<file path="src/rtl/hyperbus_ctrl.sv">
// hyperbus_ctrl -- HyperBus transaction sequencer.
//
// Takes one read or write request at a time from the host side and walks it
// through the HyperBus phases: CS# setup, three command/address words, initial
// latency, data burst, CS# hold and read-write recovery. Drives the 16-bit DDR
// word stream and output enable of the 8-bit bidirectional pad block, plus
// CS# and the memory clock enable.
//
// Optional feature (compile-time macro): HYPERBUS_CTRL_TIMEOUT_EN
//   defined   : a read that sees no RWDS strobe for TIMEOUT cycles pulses err_o
//               and closes the transaction normally (CSH, RCV, done_o).
//   undefined : reads wait for strobes indefinitely, err_o tied to 0.
//
// Parameters:
//   LATENCY  initial latency count (single latency), doubled when RWDS is high at CA0
//   BURST_W  width of len_i; longest burst is 2^BURST_W words
//   RWR      read-write recovery cycles with CS# high
//   TIMEOUT  read watchdog limit in cycles (macro builds only)
//
// Ports:
//   clk_i, rst_i          clock (also the pad block word clock), sync active-high reset
//   req_i, rw_i, reg_i    request strobe, 1=read/0=write, 1=register/0=memory space
//   addr_i, len_i         16-bit word address, burst length minus one
//   wdat_i, wready_o      first-word-fall-through write data and its consume strobe
//   rdat_o, rvalid_o      read word and its valid strobe (same cycle as rwds_valid_i)
//   busy_o, done_o, err_o transaction in progress, end pulse, read timeout pulse
//   cs_n_o, ck_en_o       HyperBus CS# and memory clock enable
//   dq_oe_o, dq_o, dq_i   pad output enable, word to pads, word from pads
//   rwds_i, rwds_valid_i  RWDS level (latency select), strobe-captured word flag
//
// Only the state and counters are registers; every output is decoded from them
// combinationally so that read data passes through with zero latency and the
// write data path follows the FWFT source directly.

module hyperbus_ctrl #(
    parameter int unsigned LATENCY = 6,
    parameter int unsigned BURST_W = 8,
    parameter int unsigned RWR     = 2,
    parameter int unsigned TIMEOUT = 64
) (
    input  logic               clk_i,
    input  logic               rst_i,
    input  logic               req_i,
    input  logic               rw_i,
    input  logic               reg_i,
    input  logic [31:0]        addr_i,
    input  logic [BURST_W-1:0] len_i,
    input  logic [15:0]        wdat_i,
    output logic               wready_o,
    output logic [15:0]        rdat_o,
    output logic               rvalid_o,
    output logic               busy_o,
    output logic               done_o,
    output logic               err_o,
    output logic               cs_n_o,
    output logic               ck_en_o,
    output logic               dq_oe_o,
    output logic [15:0]        dq_o,
    input  logic [15:0]        dq_i,
    input  logic               rwds_i,
    input  logic               rwds_valid_i
);

    localparam int unsigned LAT_W = $clog2(2 * LATENCY + 1);
    localparam int unsigned CNT_W = BURST_W + 1;
    localparam int unsigned RCV_W = (RWR > 1) ? $clog2(RWR) : 1;

    typedef enum logic [3:0] {
        S_IDLE,
        S_CSS,
        S_CA0,
        S_CA1,
        S_CA2,
        S_LAT,
        S_WR,
        S_RD,
        S_CSH,
        S_RCV
    } state_t;

    state_t state;
    state_t state_nxt;

    // Latched request
    logic               rw_q;
    logic               reg_q;
    logic [31:0]        addr_q;
    logic [BURST_W-1:0] len_q;

    // Phase counters
    logic [LAT_W-1:0]   lc_q;
    logic [LAT_W-1:0]   lat_cnt;
    logic [CNT_W-1:0]   beat_cnt;
    logic [RCV_W-1:0]   rcv_cnt;

    logic [47:0]        ca;
    logic               lat_last;
    logic               burst_last;
    logic               rcv_last;
    logic               timeout_c;

    // Command/address: rw, space, linear burst, upper address, reserved, low address
    assign ca = {rw_q, reg_q, 1'b1, addr_q[31:3], 13'd0, addr_q[2:0]};

    assign lat_last   = (lat_cnt == (lc_q - LAT_W'(1)));
    // beat_cnt holds the number of words already transferred
    assign burst_last = (beat_cnt == CNT_W'(len_q));
    assign rcv_last   = (rcv_cnt == RCV_W'(RWR - 1));

`ifdef HYPERBUS_CTRL_TIMEOUT_EN
    localparam int unsigned TO_W = $clog2(TIMEOUT + 1);

    logic [TO_W-1:0] to_cnt;
    logic            err_q;

    // Strobe-less cycle counter, cleared by every strobe and outside RD
    always_ff @(posedge clk_i) begin
        if (rst_i || (state != S_RD) || rwds_valid_i) begin
            to_cnt <= '0;
        end else begin
            to_cnt <= to_cnt + TO_W'(1);
        end
    end

    assign timeout_c = (state == S_RD) && !rwds_valid_i
                       && (to_cnt == TO_W'(TIMEOUT - 1));

    // err_o shows up in the first CSH cycle after the watchdog fires
    always_ff @(posedge clk_i) begin
        if (rst_i) begin
            err_q <= 1'b0;
        end else begin
            err_q <= timeout_c;
        end
    end

    assign err_o = err_q;
`else
    assign timeout_c = 1'b0;
    assign err_o     = 1'b0;
`endif

    // State register
    always_ff @(posedge clk_i) begin
        if (rst_i) begin
            state <= S_IDLE;
        end else begin
            state <= state_nxt;
        end
    end

    // Request latch and phase counters
    always_ff @(posedge clk_i) begin
        if (rst_i) begin
            rw_q     <= 1'b0;
            reg_q    <= 1'b0;
            addr_q   <= '0;
            len_q    <= '0;
            lc_q     <= '0;
            lat_cnt  <= '0;
            beat_cnt <= '0;
            rcv_cnt  <= '0;
        end else begin
            if ((state == S_IDLE) && req_i) begin
                rw_q   <= rw_i;
                reg_q  <= reg_i;
                addr_q <= addr_i;
                len_q  <= len_i;
            end

            // RWDS high during CA0 asks for double latency
            if (state == S_CA0) begin
                lc_q <= rwds_i ? LAT_W'(2 * LATENCY) : LAT_W'(LATENCY);
            end

            lat_cnt <= (state == S_LAT) ? lat_cnt + LAT_W'(1) : '0;

            // Writes move one word per cycle; reads only on captured strobes
            if ((state == S_WR) || ((state == S_RD) && rwds_valid_i)) begin
                beat_cnt <= beat_cnt + CNT_W'(1);
            end else if ((state != S_WR) && (state != S_RD)) begin
                beat_cnt <= '0;
            end

            rcv_cnt <= (state == S_RCV) ? rcv_cnt + RCV_W'(1) : '0;
        end
    end

    // Next state and output decode
    always_comb begin
        state_nxt = state;
        busy_o    = (state != S_IDLE);
        cs_n_o    = 1'b1;
        ck_en_o   = 1'b0;
        dq_oe_o   = 1'b0;
        dq_o      = '0;
        wready_o  = 1'b0;
        rvalid_o  = 1'b0;
        rdat_o    = '0;
        done_o    = 1'b0;

        case (state)
            S_IDLE: begin
                if (req_i) begin
                    state_nxt = S_CSS;
                end
            end

            S_CSS: begin
                cs_n_o    = 1'b0;
                state_nxt = S_CA0;
            end

            S_CA0: begin
                cs_n_o    = 1'b0;
                ck_en_o   = 1'b1;
                dq_oe_o   = 1'b1;
                dq_o      = ca[47:32];
                state_nxt = S_CA1;
            end

            S_CA1: begin
                cs_n_o    = 1'b0;
                ck_en_o   = 1'b1;
                dq_oe_o   = 1'b1;
                dq_o      = ca[31:16];
                state_nxt = S_CA2;
            end

            S_CA2: begin
                cs_n_o    = 1'b0;
                ck_en_o   = 1'b1;
                dq_oe_o   = 1'b1;
                dq_o      = ca[15:0];
                // Register writes carry no latency phase
                state_nxt = (!rw_q && reg_q) ? S_WR : S_LAT;
            end

            S_LAT: begin
                cs_n_o  = 1'b0;
                ck_en_o = 1'b1;
                dq_oe_o = !rw_q;
                if (lat_last) begin
                    state_nxt = rw_q ? S_RD : S_WR;
                end
            end

            S_WR: begin
                cs_n_o   = 1'b0;
                ck_en_o  = 1'b1;
                dq_oe_o  = 1'b1;
                dq_o     = wdat_i;
                wready_o = 1'b1;
                // A register write is always exactly one word
                if (burst_last || reg_q) begin
                    state_nxt = S_CSH;
                end
            end

            S_RD: begin
                cs_n_o  = 1'b0;
                ck_en_o = 1'b1;
                if (rwds_valid_i) begin
                    rvalid_o = 1'b1;
                    rdat_o   = dq_i;
                    if (burst_last) begin
                        state_nxt = S_CSH;
                    end
                end
                if (timeout_c) begin
                    state_nxt = S_CSH;
                end
            end

            S_CSH: begin
                cs_n_o    = 1'b0;
                state_nxt = S_RCV;
            end

            S_RCV: begin
                done_o = rcv_last;
                if (rcv_last) begin
                    state_nxt = S_IDLE;
                end
            end

            default: begin
                state_nxt = S_IDLE;
            end
        endcase
    end

endmodule
</file>
<file path="config.mk">
export PLATFORM = sky130hd
export DESIGN_NAME = hyperbus_ctrl
export DESIGN_NICKNAME = d
export VERILOG_FILES = /design/src/rtl/hyperbus_ctrl.sv
export SDC_FILE = /design/constraint.sdc
export NUM_CORES = 1
export LEC_CHECK = 0
export ABC_CLOCK_PERIOD_IN_PS = 2900
export CORE_MARGIN = 10
export CORE_UTILIZATION = 40
export CTS_CLUSTER_SIZE = 8
export DETAILED_ROUTE_END_ITERATION = 16
export DONT_BUFFER_PORTS = 1
export MAX_ROUTING_LAYER = met4
export PLACE_DENSITY = 0.6
export SETUP_SLACK_MARGIN = 0.1
export SLEW_MARGIN = 20
export SYNTH_ARGS = -nofsm -noshare
export SYNTH_HDL_FRONTEND = slang
export SYNTH_SLANG_ARGS = --single-unit
</file>
<file path="constraint.sdc">
create_clock -name clk_i -period 2.9 [get_ports clk_i]
set_clock_uncertainty 0.2 [all_clocks]
set_input_delay 0.58 -clock clk_i [delete_from_list [all_inputs] [get_ports clk_i]]
set_output_delay 0.58 -clock clk_i [all_outputs]
set_load 0.01 [all_outputs]
</file>
==> metrics.md <==
| Metric | Value |
|---|---|
| Layout area overhead | `10.67%` |
| CTS buffer count | `9` |
| Compound-Gate Fraction of Synth Area | `~15%` |
| Slew Limit Headroom | `roughly 66%` |
| Fin Hold WS | `about 120 ps` |
| Max-cap violation count | `0` |
| HPWL after DPL | `6718 um` |
| R2R depth | `7` |
| Net Sw Power | `roughly 1100 uW` |
| Critical hold path startpoint | `rst_i` |
| Ant diodes | `0` |
| Starting DRT DRC Count | `134` |
| WP data required | `2120 ps` |
| CP bufs+invs | `1` |
| Adder-cell share of the synthesized area | `about 1.2%` |
| Die Wd | `109.0 um` |
| RSZ-0062 raised after global routing | `no` |
| Vias in the first global route | `2783` |
| Crit-path cells | `nor2b_2, buf_4, a21oi_1, nor2_1` |
| Sequential Power Share | `a little under two fifths` |
| Yosys top cell by area | `dfxtp_1` |
| Post-synthesis sequential area ratio | `around 40%` |
| Worst Hold Path EP | `len_q[3]` |
| Power Internal | `a little under 2000 uW` |
| Synth Area in Simple Gates | `between 20% and 30%` |
| Status | `complete, no violations` |
| Hold depth | `1` |
| CTS tree | `yes` |
| Via/cell ratio | `5.355` |
| Critical Path Source Type | `flip-flop` |
| Worst path slowest cell | `dfxtp_1` |
| Final GP Congestion | `0.8933` |
| Site row count | `32` |
| Total negative setup slack | `0 ps` |
| Setup bufs post-CTS | `0` |
| Worst-Margin Slew | `around 500 ps` |
| FILL cells | `around 830` |
| Routed WL | `approximately 9000 um` |
| Syn_area_per_cell | `7.486 sq um` |
| Die Y | `109.0 um` |
| Largest family of logic cells by synthesized area | `simple AND/OR/NAND/NOR gates` |
| Primary FF master, synth | `dfxtp_1` |
| Area of the multi-input gates | `1769 sq um` |
| First-pass GRT wire length | `14130 um` |
| Fin nets | `500` |
| Cell with the most instances after synthesis | `nand2_1` |
| Arr. time, crit path | `1840 ps` |
| DR vias | `~2800` |
| Largest net degree at the start of global routing | `50` |
| Leakage | `about 0.0013 uW` |
| CP Max Fanout | `15` |
| Max Freq | `381.5 MHz` |
| Cts hold-fix bufs | `0` |
| H-tree level count | `3` |
| Clock power share | `28.6%` |
| Clock Tree Root | `clkbuf_8` |
| Final setup viols | `0` |
| Post-Synth XOR/XNOR Area | `under 10%` |
| Yosys warns | `0` |
| Switching share of power | `36.01%` |
| Synth Instances | `423` |
| Initial Utilization | `40.98%` |
| Total track usage | `15.56%` |
| Num ports | `roughly 120` |
| Sink Count | `63` |
| Worst reg2reg path endpoint | `reg_q` |
| VDD IR max | `between 300 and 400 uV` |
| Drt wl/cell | `about 17 um` |
| Mux contribution to synthesized area | `between 6 and 7%` |
| Post-synth cell types | `40` |
| Pins Over Slew Limit | `0` |
| RR Startpoint | `state[0]` |
| CP top delay family | `flip-flops` |
| Max incr delay on CP | `roughly 610 ps` |
| DIE AREA | `about 12000 sq um` |
| FF+latch area | `~1300 sq um` |
| Crit. End Element | `output port` |
| Iteration count of the initial detailed-routing pass | `4` |
| Worst reg2reg setup slack | `between 600 and 700 ps` |
| EDFF count, synth | `0` |
| Yosys reg bits | `63` |
| Worst Setup Path Type | `reg2out` |
| Fraction of layout cells with a size suffix above 1 | `between 7 and 8%` |
| Cell depth of the worst setup path | `4` |
| Post-CTS resize count | `1` |
| Final min period | `around 2600 ps` |
| Routed Antenna Nets | `0` |
| PD cells | `between 800 and 900 nW/um^2` |
| Clk pin slew, worst setup/hold paths | `roughly 70 ps` |
| Clock Latency Late Sink | `around 330 ps` |
| HP Class | `in2reg` |
| GRT overflow | `0` |
| Clk buf depth | `2` |
| Synthesized cell area | `~3200 sq um` |
| Logic gate share of total power | `roughly a third` |
| Final worst-path cycle share | `90.38%` |
| Share of the synthesized area in the top cell type | `between 30% and 40%` |
| Core area | `between 7000 and 8000 sq um` |
| Finished Core Util | `a little under half` |
| Async set-reset flop share out of synthesis | `0%` |
| DRC viols | `0` |
| Synthesized Nets | `~500` |
| Final hold vios | `0` |
| Port Buffers | `0` |
| Synth cell count leaders | `96 x nand2_1, 64 x a21oi_1, 63 x dfxtp_1, 50 x nor2_1, 20 x mux2i_1` |
| Antenna violations before repair | `0` |
| Largest cells by area after synthesis | `dfxtp_1 40%, nand2_1 11%, a21oi_1 10%` |
## worst max-delay path by stage
stage	from	end
floorplan	state[2]	rdat_o[10]
global placement	state[2]	rdat_o[13]
detailed placement	state[2]	rdat_o[1]
CTS	state[2]	dq_o[0]
global route	state[2]	rdat_o[11]
finish	state[2]	dq_o[14]
## kinds of logic after synthesis
family | count (synthesis)
other cells | 1
buf+inv | 36
xor+xnor | 21
flops | 63
simple gates | 194
compound gates | 85
mux | 20
fa+ha+maj | 3
## sequential cells by signal, summed over array words and instances (netlist names)
name / flops
addr_q: 32
beat_cnt: 9
lat_cnt: 4
lc_q: 3
len_q: 8
rcv_cnt: 1
reg_q: 1
rw_q: 1
state: 4
## power groups by stage
stage	logic [uW]	registers, uW	clock network [uW]
final	1040	1140	874
after detailed placement	1040	1160	0
after CTS	1050	1140	894
after global placement	1030	1160	0
after floorplan	844	1120	0
after global routing	1190	1160	949
## through the flow
stage	cells	instance area (sq um)	setup WS (ps)	total power, uW
2_1_floorplan	423	3167	651.9	1962
3_3_place_gp	509	3269	513.3	2183
3_5_place_dp	509	3269	450.1	2204
4_1_cts	524	3502	190.1	3082
5_1_grt	524	3505	91.49	3302
6_report	524	3505	278.9	3050
## layout by cell type, fill, tap and decap left out, types with 9 or more instances in the layout
cell      netlist  routed
a21oi_1        64      64
dfxtp_1        63      63
clkbuf_8        0      12
nand2_1        96      96
xor2_1         17      17
and2_1         19      19
buf_4           1      11
mux2i_1        20      20
nor2_1         50      48
inv_1           9       9
## layout make-up
cell class	instances	share of cell area (%)
Multi-Input combinational cell	324	50.48
Sequential cell	63	35.99
Clock buffer	12	4.713
Tap cell	102	3.642
Timing Repair Buffer	11	2.356
Clock inverter	3	1.856
Inverter	9	0.9639
## per-layer routing
metal / global-route usage, % / vias up / share of wire, %
met1: 19.12 / 1299 / 42
met5: - / - / 0
met4: 5.085 / 0 / 1.2
li1: - / 1390 / -
met3: 4.366 / 6 / 8.8
met2: 24.08 / 111 / 48
(Power assumes the default switching activity.)
